===== src/rtl/mfp_als_spi_master_if.sv =====
// Pin-level bundle between the PMOD ALS SPI master, the sensor pins and the
// peripheral logic that consumes the light value.
interface mfp_als_spi_master_if;
  logic       en;
  logic       cs;
  logic       sck;
  logic       sdo;
  logic [7:0] value;
  logic       valid;
  logic       busy;

  modport master (input en, sdo, output cs, sck, value, valid, busy);
  modport slave  (output en, sdo, input cs, sck, value, valid, busy);
endinterface


===== src/rtl/mfp_als_spi_master.sv =====
// SPI master for the PMOD ALS light sensor: free-running sck, autonomous
// 16-bit frames separated by a cs-high gap, light value = frame bits 11:4.
module mfp_als_spi_master #(
  parameter int unsigned SCK_HALF    = 8,
  parameter int unsigned GAP_PERIODS = 4
) (
  input logic                  clk,
  input logic                  rst_n,
  mfp_als_spi_master_if.master bus
);
  localparam int unsigned DIV_W = $clog2(SCK_HALF);
  localparam int unsigned GAP_W = $clog2(GAP_PERIODS + 1);

  localparam logic [DIV_W-1:0] DIV_LAST = DIV_W'(SCK_HALF - 1);
  localparam logic [DIV_W-1:0] DIV_ONE  = DIV_W'(1);
  localparam logic [GAP_W-1:0] GAP_FULL = GAP_W'(GAP_PERIODS);
  localparam logic [GAP_W-1:0] GAP_ONE  = GAP_W'(1);

  typedef enum logic {
    ST_GAP,
    ST_FRAME
  } state_t;

  state_t           state;
  logic [DIV_W-1:0] div_cnt;
  logic             sck_q;
  logic [3:0]       bit_cnt;
  logic [GAP_W-1:0] gap_cnt;
  logic [15:0]      shift_q;
  logic             cs_q;
  logic [7:0]       value_q;
  logic             valid_q;

  logic        div_last;
  logic        rise;
  logic [15:0] word_nxt;
  logic        unused_bits;

  // NOTE: combinational nets are plain continuous assigns, so no latch can form.
  assign div_last    = (div_cnt == DIV_LAST);
  assign rise        = div_last & ~sck_q;
  // sdo is sampled raw: the sensor holds it for a full sck half-period.
  assign word_nxt    = {shift_q[14:0], bus.sdo};
  assign unused_bits = ^{shift_q[15], word_nxt[15:12], word_nxt[3:0]};

  // NOTE: every register here is updated with non-blocking assignments.
  always_ff @(posedge clk or negedge rst_n) begin
    if (!rst_n) begin
      state   <= ST_GAP;
      div_cnt <= '0;
      sck_q   <= 1'b1;
      bit_cnt <= '0;
      gap_cnt <= '0;
      shift_q <= '0;
      cs_q    <= 1'b1;
      value_q <= '0;
      valid_q <= 1'b0;
    end else begin
      valid_q <= 1'b0;

      if (div_last) begin
        div_cnt <= '0;
        sck_q   <= ~sck_q;
      end else begin
        div_cnt <= div_cnt + DIV_ONE;
      end

      if (rise) begin
        case (state)
          ST_GAP: begin
            if (gap_cnt == GAP_FULL) begin
              if (bus.en) begin
                cs_q    <= 1'b0;
                bit_cnt <= '0;
                state   <= ST_FRAME;
              end
            end else begin
              gap_cnt <= gap_cnt + GAP_ONE;
            end
          end
          ST_FRAME: begin
            shift_q <= word_nxt;
            bit_cnt <= bit_cnt + 4'd1;
            if (bit_cnt == 4'd15) begin
              cs_q    <= 1'b1;
              value_q <= word_nxt[11:4];
              valid_q <= 1'b1;
              // The rise that raises cs already counts as the first gap period.
              gap_cnt <= GAP_ONE;
              state   <= ST_GAP;
            end
          end
        endcase
      end
    end
  end

  assign bus.cs    = cs_q;
  assign bus.sck   = sck_q;
  assign bus.value = value_q;
  assign bus.valid = valid_q;
  assign bus.busy  = ~cs_q;
endmodule


===== src/flat_wrapper.sv =====
// flat-port wrapper written by rule: the top's interface ports become plain ports
module mfp_als_spi_master_flat 
#(
  parameter int unsigned SCK_HALF    = 8,
  parameter int unsigned GAP_PERIODS = 4
)
  (clk, rst_n, bus_en, bus_sdo, bus_cs, bus_sck, bus_value, bus_valid, bus_busy);
  mfp_als_spi_master_if bus_i ();
  input logic clk;
  input logic rst_n;
  input wire logic [$bits(bus_i.en)-1:0] bus_en;
  input wire logic [$bits(bus_i.sdo)-1:0] bus_sdo;
  output wire logic [$bits(bus_i.cs)-1:0] bus_cs;
  output wire logic [$bits(bus_i.sck)-1:0] bus_sck;
  output wire logic [$bits(bus_i.value)-1:0] bus_value;
  output wire logic [$bits(bus_i.valid)-1:0] bus_valid;
  output wire logic [$bits(bus_i.busy)-1:0] bus_busy;
  assign bus_i.en = bus_en;
  assign bus_i.sdo = bus_sdo;
  assign bus_cs = bus_i.cs;
  assign bus_sck = bus_i.sck;
  assign bus_value = bus_i.value;
  assign bus_valid = bus_i.valid;
  assign bus_busy = bus_i.busy;
  mfp_als_spi_master #(.SCK_HALF(SCK_HALF), .GAP_PERIODS(GAP_PERIODS)) u_core (.clk(clk), .rst_n(rst_n), .bus(bus_i));
endmodule

===== config.mk =====
export PLATFORM = sky130hd
export DESIGN_NAME = mfp_als_spi_master_flat
export DESIGN_NICKNAME = d
export VERILOG_FILES = /design/src/rtl/mfp_als_spi_master_if.sv /design/src/rtl/mfp_als_spi_master.sv /design/src/flat_wrapper.sv
export SDC_FILE = /design/constraint.sdc
export NUM_CORES = 1
export LEC_CHECK = 0
export BUFFER_PORTS_ARGS = -buffer_cell sky130_fd_sc_hd__buf_2
export CAP_MARGIN = 10
export CORE_MARGIN = 2
export CORE_UTILIZATION = 30
export CTS_CLUSTER_SIZE = 14
export DETAILED_ROUTE_END_ITERATION = 10
export PLACE_DENSITY_LB_ADDON = 0.15
export SYNTH_ARGS = -nofsm -noshare
export SYNTH_HDL_FRONTEND = slang
export SYNTH_SLANG_ARGS = --single-unit

===== constraint.sdc =====
create_clock -name clk -period 1.65 [get_ports clk]
set_clock_uncertainty 0.2 [all_clocks]
set_input_delay 0.33 -clock clk [delete_from_list [all_inputs] [get_ports clk]]
set_output_delay 0.33 -clock clk [all_outputs]
set_load 0.05 [all_outputs]

After elaboration in Yosys (flattened, before gate mapping)

Index checks and enable logic that the tools add are counted.

Add/subtract/negate cells: 3
Multipliers: 0
Div/mod/pow operators: 0
Order comparisons: 0
Equality and inequality tests: 7
Shift-type cells: 0
Multiplexer cells: 18
Bitwise operators: 4
Reductions and logical operators: 5

Operators by type and width:

| kind                | count |
|---|---|
| $mux 1              | 9 |
| $mux 3              | 3 |
| $reduce_and 3->1    | 3 |
| $mux 4              | 2 |
| $pmux 4 s2          | 1 |
| $add 3x1->3 const B | 2 |
| $eq 3x3->1 const B  | 2 |
| $ne 2x2->1 const B  | 3 |
| $pmux 3 s2          | 1 |
| $add 4x1->4 const B | 1 |
| $eq 4x4->1 const B  | 1 |
| $pmux 1 s2          | 2 |
| $reduce_and 4->1    | 1 |
| $not 1->1           | 3 |
| $ne 2x1->1 const B  | 1 |
| $reduce_and 2->1    | 1 |
| $and 1x1->1         | 1 |

Register bits: 33
Latch bits: 0
Bits in writable memories: 0
ROM bits: 0
Input bits: 4
Memories kept: 0

Depth between registers and ports, before layout

Gate-level depths: netlist (run 1).

Depth after elaboration: 4
Mapped depth: 7

Worst setup path after synthesis (run 1)

Ideal clock, no wire load.

Kind: register to register
Start point: reg u_core.div_cnt[0]
End point: reg u_core.value_q[0], in the netlist u_core.bus.value[0]
Setup time: 125 ps
Arrival: 1,450 ps
Data required time: 1,325 ps
Setup slack: -125 ps
Cell stages (with the launch flop): 7
Buffers on the path: 1
Period minus slack after synthesis: 1,775 ps
Cells stage by stage: dfrtp_1 ha_1 ha_1 nand3b_2 nor2_4 buf_8 mux2_4

Longest elaborated chain between the ends: 3

RTL lines:

| item                       | line                     | source |
|---|---|---|
| start: declaration         | mfp_als_spi_master.sv:25 | `logic [DIV_W-1:0] div_cnt;` |
| start signal: assignment   | mfp_als_spi_master.sv:65 | `div_cnt <= div_cnt + DIV_ONE;` |
| $eq 3x3->1                 | mfp_als_spi_master.sv:40 | `assign div_last = (div_cnt == DIV_LAST);` |
| $and 1x1->1                | mfp_als_spi_master.sv:41 | `assign rise = div_last & ~sck_q;` |
| $reduce_and 3->1 (no line) | n/a                      |  |
| end signal: assignment     | mfp_als_spi_master.sv:86 | `value_q <= word_nxt[11:4];` |
| end: declaration           | mfp_als_spi_master.sv:31 | `logic [7:0] value_q;` |

Every way passes these cells.
A chain may end at the register's enable or synchronous reset.

Final worst setup path (run 1)

Start point: reg u_core.div_cnt[0]
End point: reg u_core.value_q[6], in the netlist u_core.bus.value[6]

Same word-level chain as after synthesis.

==> results of run 1 <==
[layout make-up]
cell class / instances / area (um2) / share of cell area, %
Sequential cell: 33 / 832 / 45.0
Inverter: 4 / 15.0 / 0.812
Timing Repair Buffer: 29 / 248 / 13.4
Multi-Input combinational cell: 79 / 587 / 31.8
Tap cell: 52 / 65.1 / 3.52
Clock inverter: 1 / 5.00 / 0.271
Clock buffer: 7 / 96.3 / 5.21
[cell usage after synthesis (all sizes together), types with 2 or more instances]
cell type / n
nand2b: 2
dfstp: 2
nand2: 36
ha: 5
o21ai: 3
dfrtp: 31
nand3: 3
inv: 4
buf: 3
o31ai: 2
nor2: 2
mux2: 8
mux2i: 2
a22o: 3
[worst max-delay path by stage]
stage	to	slack, ns	start	depth (start not counted)
final	u_core.bus.value[6]	-0.03	u_core.div_cnt[0]	6
after global routing	u_core.bus.value[3]	-0.1	u_core.div_cnt[0]	6
after CTS	u_core.bus.value[6]	-0.04	u_core.div_cnt[0]	6
after detailed placement	u_core.bus.value[6]	-0.06	u_core.div_cnt[0]	6
after global placement	u_core.bus.value[6]	-0.04	u_core.div_cnt[0]	6
after floorplan	u_core.bus.value[0]	-0.04	u_core.bus.sck	4
[critical path, stage by stage, from the launching register on]
cell and delay (ns):
dfrtp_1 0.35, ha_2 0.19, ha_4 0.18, nand3b_4 0.10
nor2_4 0.12, buf_12 0.14, mux2_4 0.29
[flip-flops by register name, indices dropped and copies added (netlist names)]
| name | count |
|---|---|
| u_core.shift_q | 11 |
| u_core.bus.value | 8 |
| u_core.bit_cnt | 4 |
| u_core.div_cnt | 3 |
| u_core.gap_cnt | 3 |
| u_core.bus.cs | 1 |
| u_core.bus.sck | 1 |
| u_core.bus.valid | 1 |
| u_core.state | 1 |
[layer usage]
metal  vias to the layer above  routed length [um]  GRT usage (%)
met2                        21                1160           16.2
met4                         0                  67           6.79
met5                         -                   0              0
met3                         7                 117           3.75
met1                       463                1320           15.1
li1                        465                   -              -
[through the flow]
stage	total power, uW	worst slack [ns]	area [um2]
6_report	1510	-0.0343	1850
5_1_grt	1580	-0.0973	1850
4_1_cts	1540	-0.0385	1810
3_5_place_dp	860	-0.0628	1660
3_3_place_gp	859	-0.0404	1660
2_1_floorplan	832	-0.0354	1430
[what timing repair did]
item,CTS,global route
endpoints found under the setup margin,13,14
gates cloned,0,1
hold endpoints to repair,16,0
hold buffers,1,0
pin swaps,1,0
gates resized for setup,6,7
setup buffers,1,0
[cell families after synthesis]
family,Yosys count
adders and majority gates,5
DFF,33
AOI/OAI and AO/OA,13
buffers and inverters,8
xor gates and xnor gates,2
and+or+nand+nor,49
muxes,10
[power by group]
| part | switching, uW | internal [uW] | total (uW) |
|---|---|---|---|
| Sequential | 1.97 | 813 | 815 |
| Combinational | 19.9 | 10.4 | 30.3 |
| Clock | 290 | 377 | 666 |
| Total | 311 | 1200 | 1510 |
==> metrics.csv, run 1 <==
stage,metric,value,unit
status,status,"finished, violations left",
status,failing checks,setup timing,
synthesis,post-synthesis xor/xnor area fraction,1.25,%
timing,max_slew headroom,73.0,%
timing,Setup TNS,-0.268,ns
synthesis,ys async rst share,100,%
timing,Worst-Margin Slew,0.405,ns
setup_path,Crit Reg-Reg Endpoint,u_core.bus.value[6],
synthesis,sequential area share after synthesis,58.9,%
detailed_routing,routed via count,956,
run,Max-Cap Viols,0,
clock_tree,Clock Sinks,33,
cells_and_area,fill cell count,435,
pwr,Leakage,0.000919,uW
detailed_routing,Avg WL per Cell,13.0,um
floorplanning,Die X-Extent,72.5,um
synthesis,Post-Syn Instances,120,
setup_path,minimum setup slack among reg-to-reg paths,-0.03,ns
detailed_routing,Vias/cell,4.66,
cells_and_area,area delta synth->final,31.4,%
timing,Final setup viols,9,
placed_design,IO Port Bufs,15,
synthesis,largest family of logic cells by synthesized area,simple AND/OR/NAND/NOR gates,
floorplanning,core area,4440,um2
floorplanning,initial cell density of the core,31.6,%
pwr,power density over the cells,818,nW/um2
hold_path,Hold Path End,u_core.shift_q[0],
clock_tree,root buf cell,clkbuf_8,
setup_path,CP Max Fanout,8,
cells_and_area,n_diodes,0,
synthesis,synth top area cells,"dfrtp_1 55%, nand2_1 9.6%, mux2_4 7.5%",
timing,Fin Hold WS,0.0491,ns
synthesis,mux contribution to synthesized area,9.70,%
grt,grt ovf,0,
hold_path,hold crit path type,in -> reg,
clock_tree,total CTS buffers,5,
cells_and_area,"commonest cells after routing, fill and taps aside","31 x nand2_1, 31 x dfrtp_1, 14 x buf_2",
synthesis,Synth top area share,55.2,%
grt,largest net degree at the start of global routing,18,
hold_path,Worst Min Path Start,bus_sdo,
synthesis,top_reg_cell synth,dfrtp_1,
synthesis,number of synthesized flops with an enable pin,0,
hold_path,Worst Hold Depth,3,
detailed_routing,initial detailed-routing violation count,46,
setup_path,CP required,1.62,ns
synthesis,Synth cell types,31,
synthesis,Post-Synth Simple-Gate Area,16.2,%
cells_and_area,Post-Layout Cell Count,205,
timing,fin crit share,102,%
cells_and_area,proportion of layout cells with a drive suffix above 1,37.9,%
synthesis,synthesized area,1410,um2
placed_design,HPWL after DPL,1.81,mm
timing,Peak Freq,0.594,GHz
floorplanning,Die Ht,72.5,um
grt,initial antenna violation count,0,
floorplanning,die area,5250,um2
detailed_routing,Routed Antenna Nets,0,
grt,vias in the first global route,890,
synthesis,syn avg cell area,11.7,um2
setup_path,data arrival time of the critical path,1.65,ns
timing,RSZ-0062 raised after global routing,yes,
clock_tree,clock tree buffer depth,2,
timing,Final Hold Viols,0,
synthesis,syn_nets,129,
synthesis,Yosys Warn Count,0,
detailed_routing,DRC viols,0,
grt,first-pass GRT wire length,4.42,mm
placed_design,gpl congestion,0.779,
detailed_routing,DRT Pass-1 Iters,4,
grt,GR Util All Layers,11.4,%
floorplanning,Rows,24,
setup_path,reg2reg start,u_core.div_cnt[0],
setup_path,r2r worst-path depth,6,
setup_path,Worst setup SP type,flop,
timing,Period minus WS final,1.68,ns
setup_path,critical path start-end classification,reg -> reg,
clock_tree,H-tree depth,2,
clock_tree,clock slew at reported path FFs,0.07,ns
clock_tree,clk_lat worst skew,0.28,ns
setup_path,Setup crit end kind,flop,
cells_and_area,post-layout util,41.6,%
pwr,VDD IR-drop max,0.404,mV
timing,max-slew violation count,0,
timing,post-route setup slack,-0.0343,ns
synthesis,Compound-Gate Fraction of Synth Area,6.41,%
detailed_routing,Routed WL,2.66,mm
placed_design,Cells after DPL,194,
clock_tree,CTS tree,built,
cells_and_area,fin nets,161,
synthesis,fraction of the mapped netlist area in adder cells,4.45,%
synthesis,"area leader, netlist",dfrtp_1,
floorplanning,I/O Pins,16,
synthesis,"flops & latches, synth",33,
(Power assumes the default switching activity.)
==> run 2: changes to the inputs <==
Settings changed: CORE_ASPECT_RATIO set to 0.6, PLACE_DENSITY_LB_ADDON 0.15 to 0.25.
==> run 2 against run 1 <==
  * The run still ends with setup timing left
  * Clock-buffer cell count shrank 1
  * Sequential cell count unchanged
  * Wire length grew 4.7%
  * Die area increased by 0.35%
  * Highest routed layer unchanged
  * Setup slack worse by 0.0094 ns
  * Combinational power down 16%
  * Maximum frequency decreased by 0.56%
  * Non-clock buffer count fell by 1
  * Clock power shrank 14%
  * Sequential share of layout area is 1.1 points higher
  * Global-route usage rose by 0.44 points
  * Cell count rose by 4.9%
==> metrics.csv, run 2 (synthesized netlist as in run 1, its figures left out) <==
stage,metric,value,unit
floorplanning,initial cell density of the core,31.0,%
status,status,"finished, violations left",
cells_and_area,area delta synth->final,28.4,%
hold_path,hold crit path type,in -> reg,
cells_and_area,fin nets,160,
cells_and_area,n_diodes,0,
setup_path,data arrival time of the critical path,1.65,ns
placed_design,DP Worst Slack,-0.134,ns
setup_path,CP Max Fanout,9,
setup_path,Setup crit end kind,flop,
detailed_routing,routed via count,933,
grt,largest net degree at the start of global routing,34,
grt,GR Util All Layers,11.8,%
run,Max-Cap Viols,0,
detailed_routing,initial detailed-routing violation count,32,
timing,RSZ-0062 raised after global routing,yes,
pwr,VDD IR-drop max,0.298,mV
clock_tree,H-tree depth,2,
placed_design,HPWL after DPL,1.91,mm
setup_path,critical path start-end classification,reg -> reg,
cells_and_area,post-layout util,39.8,%
detailed_routing,Routed Antenna Nets,0,
grt,first-pass GRT wire length,4.63,mm
detailed_routing,DRT Pass-1 Iters,4,
pwr,power density over the cells,784,nW/um2
detailed_routing,Vias/cell,4.34,
setup_path,CP required,1.61,ns
detailed_routing,Routed WL,2.78,mm
timing,Setup TNS,-0.276,ns
floorplanning,Die X-Extent,92.4,um
clock_tree,CTS tree,built,
placed_design,IO Port Bufs,15,
timing,Fin Hold WS,0.0448,ns
timing,max-slew violation count,0,
clock_tree,root buf cell,clkbuf_8,
pwr,Tot Pwr,1420,uW
floorplanning,core area,4540,um2
floorplanning,die area,5270,um2
timing,Worst-Margin Slew,0.416,ns
timing,Peak Freq,0.590,GHz
status,failing checks,setup timing,
cells_and_area,"Most flops, register",u_core.shift_q,
cells_and_area,max reg flops,11,
floorplanning,Die Ht,57.0,um
setup_path,Worst setup SP type,flop,
clock_tree,clock slew at reported path FFs,0.07,ns
grt,initial antenna violation count,0,
timing,Final setup viols,9,
cells_and_area,proportion of layout cells with a drive suffix above 1,33.6,%
detailed_routing,Avg WL per Cell,12.9,um
clock_tree,Clock Sinks,33,
timing,max_slew headroom,72.3,%
clock_tree,clock tree buffer depth,2,
clock_tree,total CTS buffers,5,
grt,vias in the first global route,955,
timing,fin crit share,103,%
cells_and_area,"commonest cells after routing, fill and taps aside","36 x nand2_1, 31 x dfrtp_1, 13 x buf_2",
detailed_routing,DRC viols,0,
grt,grt ovf,0,
clock_tree,clk_lat worst skew,0.28,ns
cells_and_area,"commonest non-fill, non-tap cell in the layout",nand2_1,
placed_design,gpl congestion,0.782,
timing,Final Hold Viols,0,
timing,Period minus WS final,1.69,ns
pwr,Leakage,0.000893,uW
floorplanning,Rows,19,
floorplanning,I/O Pins,16,
timing,post-route setup slack,-0.0438,ns
## run 2: routing by layer
layer	part of all wire [%]	GRT usage [%]	wire length [um]
met2	45	16.9	1260
met4	0.29	3.84	8
met1	50	16.7	1400
met3	4.1	4.49	115
met5	0	0	0
## run 2: area by class of cell
cell class              instances  area (um2)
multi-input cells              79         584
clock buffers                   6        72.6
flip-flops and latches         33         832
well taps                      63        78.8
inverters                       4        15.0
fillers                       442        2740
repair buffers                 28         213
clock inverters                 2        10.0
## run 2: critical path, cell delays in order (launching register included)
cell and delay, ns:
dfrtp_1 0.38, ha_4 0.16, ha_4 0.17, nand3b_4 0.10, nor2_4 0.12, buf_12 0.15, mux2_4 0.30
## run 2: per-stage QoR
step,area [um2],cells
after floorplan,1430,120
after global placement,1660,204
after global routing,1810,215
after CTS,1780,214
final,1810,215
after detailed placement,1660,204
## run 2: where the power goes
part | internal [uW] | switching [uW] | leakage, uW | total, uW
logic | 7.12 | 18.3 | 0.000420 | 25.4
registers | 813 | 2.12 | 0.000428 | 815
clock network | 292 | 284 | 0.0000450 | 576
total | 1110 | 304 | 0.000893 | 1420
## run 2: path summary, 6_finish.rpt
check | to | start | depth (start not counted) | slack, ns
worst max-delay path | u_core.bus.value[6] | u_core.div_cnt[0] | 6 | -0.04
worst min-delay path | u_core.shift_q[0] | bus_sdo | 3 | 0.04
worst max register to register | u_core.bus.value[6] | u_core.div_cnt[0] | 6 | -0.04
worst min register to register | u_core.shift_q[3] | u_core.shift_q[2] | 2 | 0.27
max in group asynchronous | u_core.bus.sck | rst_n | 3 | 0.51
min in group asynchronous | u_core.bus.valid | rst_n | 3 | 0.40
## run 2: what timing repair did
action	in CTS	in global routing
buffers inserted	1	1
endpoints found under the hold margin	31	0
pin swaps	2	1
hold buffers	1	0
endpoints found under the setup margin	23	20
gates resized for setup	5	5
==> run 3: changes to the inputs <==
Settings changed: CAP_MARGIN 10 to not set, CORE_UTILIZATION 30 to 50.
==> run 3 against run 2 <==
  * Clock power grew 15%
  * First-iteration DRC count grew 120%
  * Total power grew 6.4%
  * Clock-buffer cell count grew 1
  * Non-clock buffer count grew 4
  * Core utilization grew 33 points
  * Worst hold slack gained 0.013 ns
  * Global-route usage grew 7.1 points
  * Via count grew 6.6%
  * The flow still finishes with violations (setup timing)
  * Sequential power is essentially flat
  * Critical path type unchanged
  * Critical path depth is the same
==> metrics.csv, run 3 (synthesized netlist as in run 1, its figures left out) <==
stage,metric,value,unit
status,status,"finished, violations left",
status,failing checks,setup timing,
setup_path,critical path start-end classification,reg -> reg,
setup_path,crit-path max cell delay,0.37,ns
cells_and_area,"Most flops, register",u_core.shift_q,
detailed_routing,Avg WL per Cell,15.4,um
floorplanning,die area,3270,um2
setup_path,buffer and inverter count on the worst path,1,
pwr,NetSw,306,uW
setup_path,data arrival time of the critical path,1.72,ns
placed_design,HPWL after DPL,1.87,mm
grt,GR Util All Layers,18.9,%
cells_and_area,fill cell count,163,
grt,largest net degree at the start of global routing,21,
setup_path,CP Max Fanout,9,
floorplanning,Rows,14,
detailed_routing,met2 routed WL,1.26,mm
timing,Final setup viols,14,
timing,RSZ-0062 raised after global routing,yes,
timing,post-route setup slack,-0.106,ns
cells_and_area,fin nets,164,
clock_tree,total CTS buffers,5,
timing,Worst-Margin Slew,0.352,ns
cells_and_area,"Design Area, Final",1890,um2
detailed_routing,routed via count,995,
timing,Fin Hold WS,0.0575,ns
setup_path,"CP delay by family, top",adder cells,
cells_and_area,post-layout util,72.9,%
timing,Peak Freq,0.569,GHz
detailed_routing,DRT Pass-1 Iters,5,
cells_and_area,area delta synth->final,34.4,%
placed_design,IO Port Bufs,15,
cells_and_area,max reg flops,11,
grt,first-pass GRT wire length,4.41,mm
pwr,Leakage,0.000995,uW
clock_tree,H-tree depth,2,
floorplanning,Die Ht,45.1,um
pwr,Comb power frac,2.0,%
clock_tree,clk_lat worst skew,0.28,ns
cells_and_area,"commonest non-fill, non-tap cell in the layout",dfrtp_1,
cells_and_area,proportion of layout cells with a drive suffix above 1,44.2,%
cells_and_area,Post-Layout Cell Count,188,
setup_path,Setup crit end kind,flop,
clock_tree,clock tree buffer depth,2,
timing,Period minus WS final,1.76,ns
detailed_routing,routed wl met3,169,um
floorplanning,I/O Pins,16,
timing,max_slew headroom,76.5,%
pwr,VDD IR-drop max,0.673,mV
grt,grt ovf,0,
detailed_routing,wl on met1,1.46,mm
pwr,clock share of power,43.9,%
timing,max-slew violation count,0,
setup_path,CP required,1.61,ns
hold_path,hold crit path type,in -> reg,
placed_design,gpl congestion,0.803,
detailed_routing,Routed Antenna Nets,0,
setup_path,Worst setup SP type,flop,
floorplanning,initial cell density of the core,54.2,%
pwr,Reg power frac,54.1,%
floorplanning,Die X-Extent,72.5,um
floorplanning,core area,2590,um2
cells_and_area,n_diodes,0,
timing,fin crit share,106,%
detailed_routing,initial detailed-routing violation count,71,
cells_and_area,"commonest cells after routing, fill and taps aside","31 x dfrtp_1, 25 x nand2_1, 14 x buf_2",
clock_tree,Clock Sinks,33,
timing,Final Hold Viols,0,
pwr,switch share,20.3,%
clock_tree,root buf cell,clkbuf_8,
placed_design,Cells after DPL,175,
detailed_routing,DRC viols,0,
pwr,power density over the cells,797,nW/um2
grt,vias in the first global route,905,
detailed_routing,Top Metal Used,met3,
setup_path,worst-path cell chain,ha_2 > ha_4 > nand3b_4 > nor2_4 > buf_12 > mux2_4,
setup_path,slowest CP cell,dfrtp_1,
detailed_routing,Routed WL,2.90,mm
setup_path,minimum setup slack among reg-to-reg paths,-0.11,ns
run,Max-Cap Viols,0,
clock_tree,CTS tree,built,
detailed_routing,Vias/cell,5.29,
grt,initial antenna violation count,0,
pwr,Pint,1200,uW
clock_tree,clock slew at reported path FFs,0.06,ns
placed_design,Area after DPL,1650,um2
[run 3: cell type report]
cell class / instances / area, um2 / share of cell area (%)
Timing Repair Buffer: 32 / 270 / 14.3
Clock buffer: 7 / 96.3 / 5.10
Clock inverter: 1 / 5.00 / 0.265
Sequential cell: 33 / 832 / 44.0
Tap cell: 32 / 40.0 / 2.12
Multi-Input combinational cell: 79 / 632 / 33.4
Inverter: 4 / 15.0 / 0.794
[run 3: metal layers]
| layer | track usage (%) | up-vias |
|---|---|---|
| li1 | - | 468 |
| met1 | 28.8 | 496 |
| met2 | 24.8 | 31 |
| met3 | 8.04 | 0 |
| met4 | 4.44 | 0 |
| met5 | 0 | - |
[run 3: final timing paths]
path,start,endpoint,cells past startpoint
worst min-delay path,bus_sdo,u_core.shift_q[0],3
min in group asynchronous,rst_n,u_core.gap_cnt[1],2
worst min register to register,u_core.div_cnt[0],u_core.div_cnt[0],1
worst max register to register,u_core.div_cnt[0],u_core.bus.value[5],6
max in group asynchronous,rst_n,u_core.bus.sck,3
worst max-delay path,u_core.div_cnt[0],u_core.bus.value[5],6
[run 3: worst reg2reg max path, stage by stage (launching register included)]
cell	delay [ns]
dfrtp_1	0.37
ha_2	0.21
ha_4	0.18
nand3b_4	0.10
nor2_4	0.13
buf_12	0.15
mux2_4	0.30
[run 3: metrics by stage]
step / setup TNS, ns / setup WS, ns / total power, uW
after floorplan: -0.248 / -0.0354 / 832
after global placement: -0.0580 / -0.0296 / 857
after detailed placement: -0.624 / -0.0967 / 858
after CTS: -0.587 / -0.0749 / 1520
after global routing: -2.02 / -0.160 / 1570
final: -0.936 / -0.106 / 1510
[run 3: power by group through the flow]
stage / sequential (uW) / clock (uW) / combinational (uW)
2_1_floorplan: 829 / 0 / 2.81
3_3_place_gp: 829 / 0 / 27.9
3_5_place_dp: 829 / 0 / 28.4
4_1_cts: 814 / 671 / 30.7
5_1_grt: 815 / 718 / 34.5
6_report: 816 / 661 / 29.5
[run 3: timing repair]
item	CTS	global route
cloned	0	1
endpoints found under the hold margin	12	0
gates resized for setup	6	20
pin swaps	2	8
hold buffers	1	0
endpoints found under the setup margin	17	23
buffers inserted	1	2
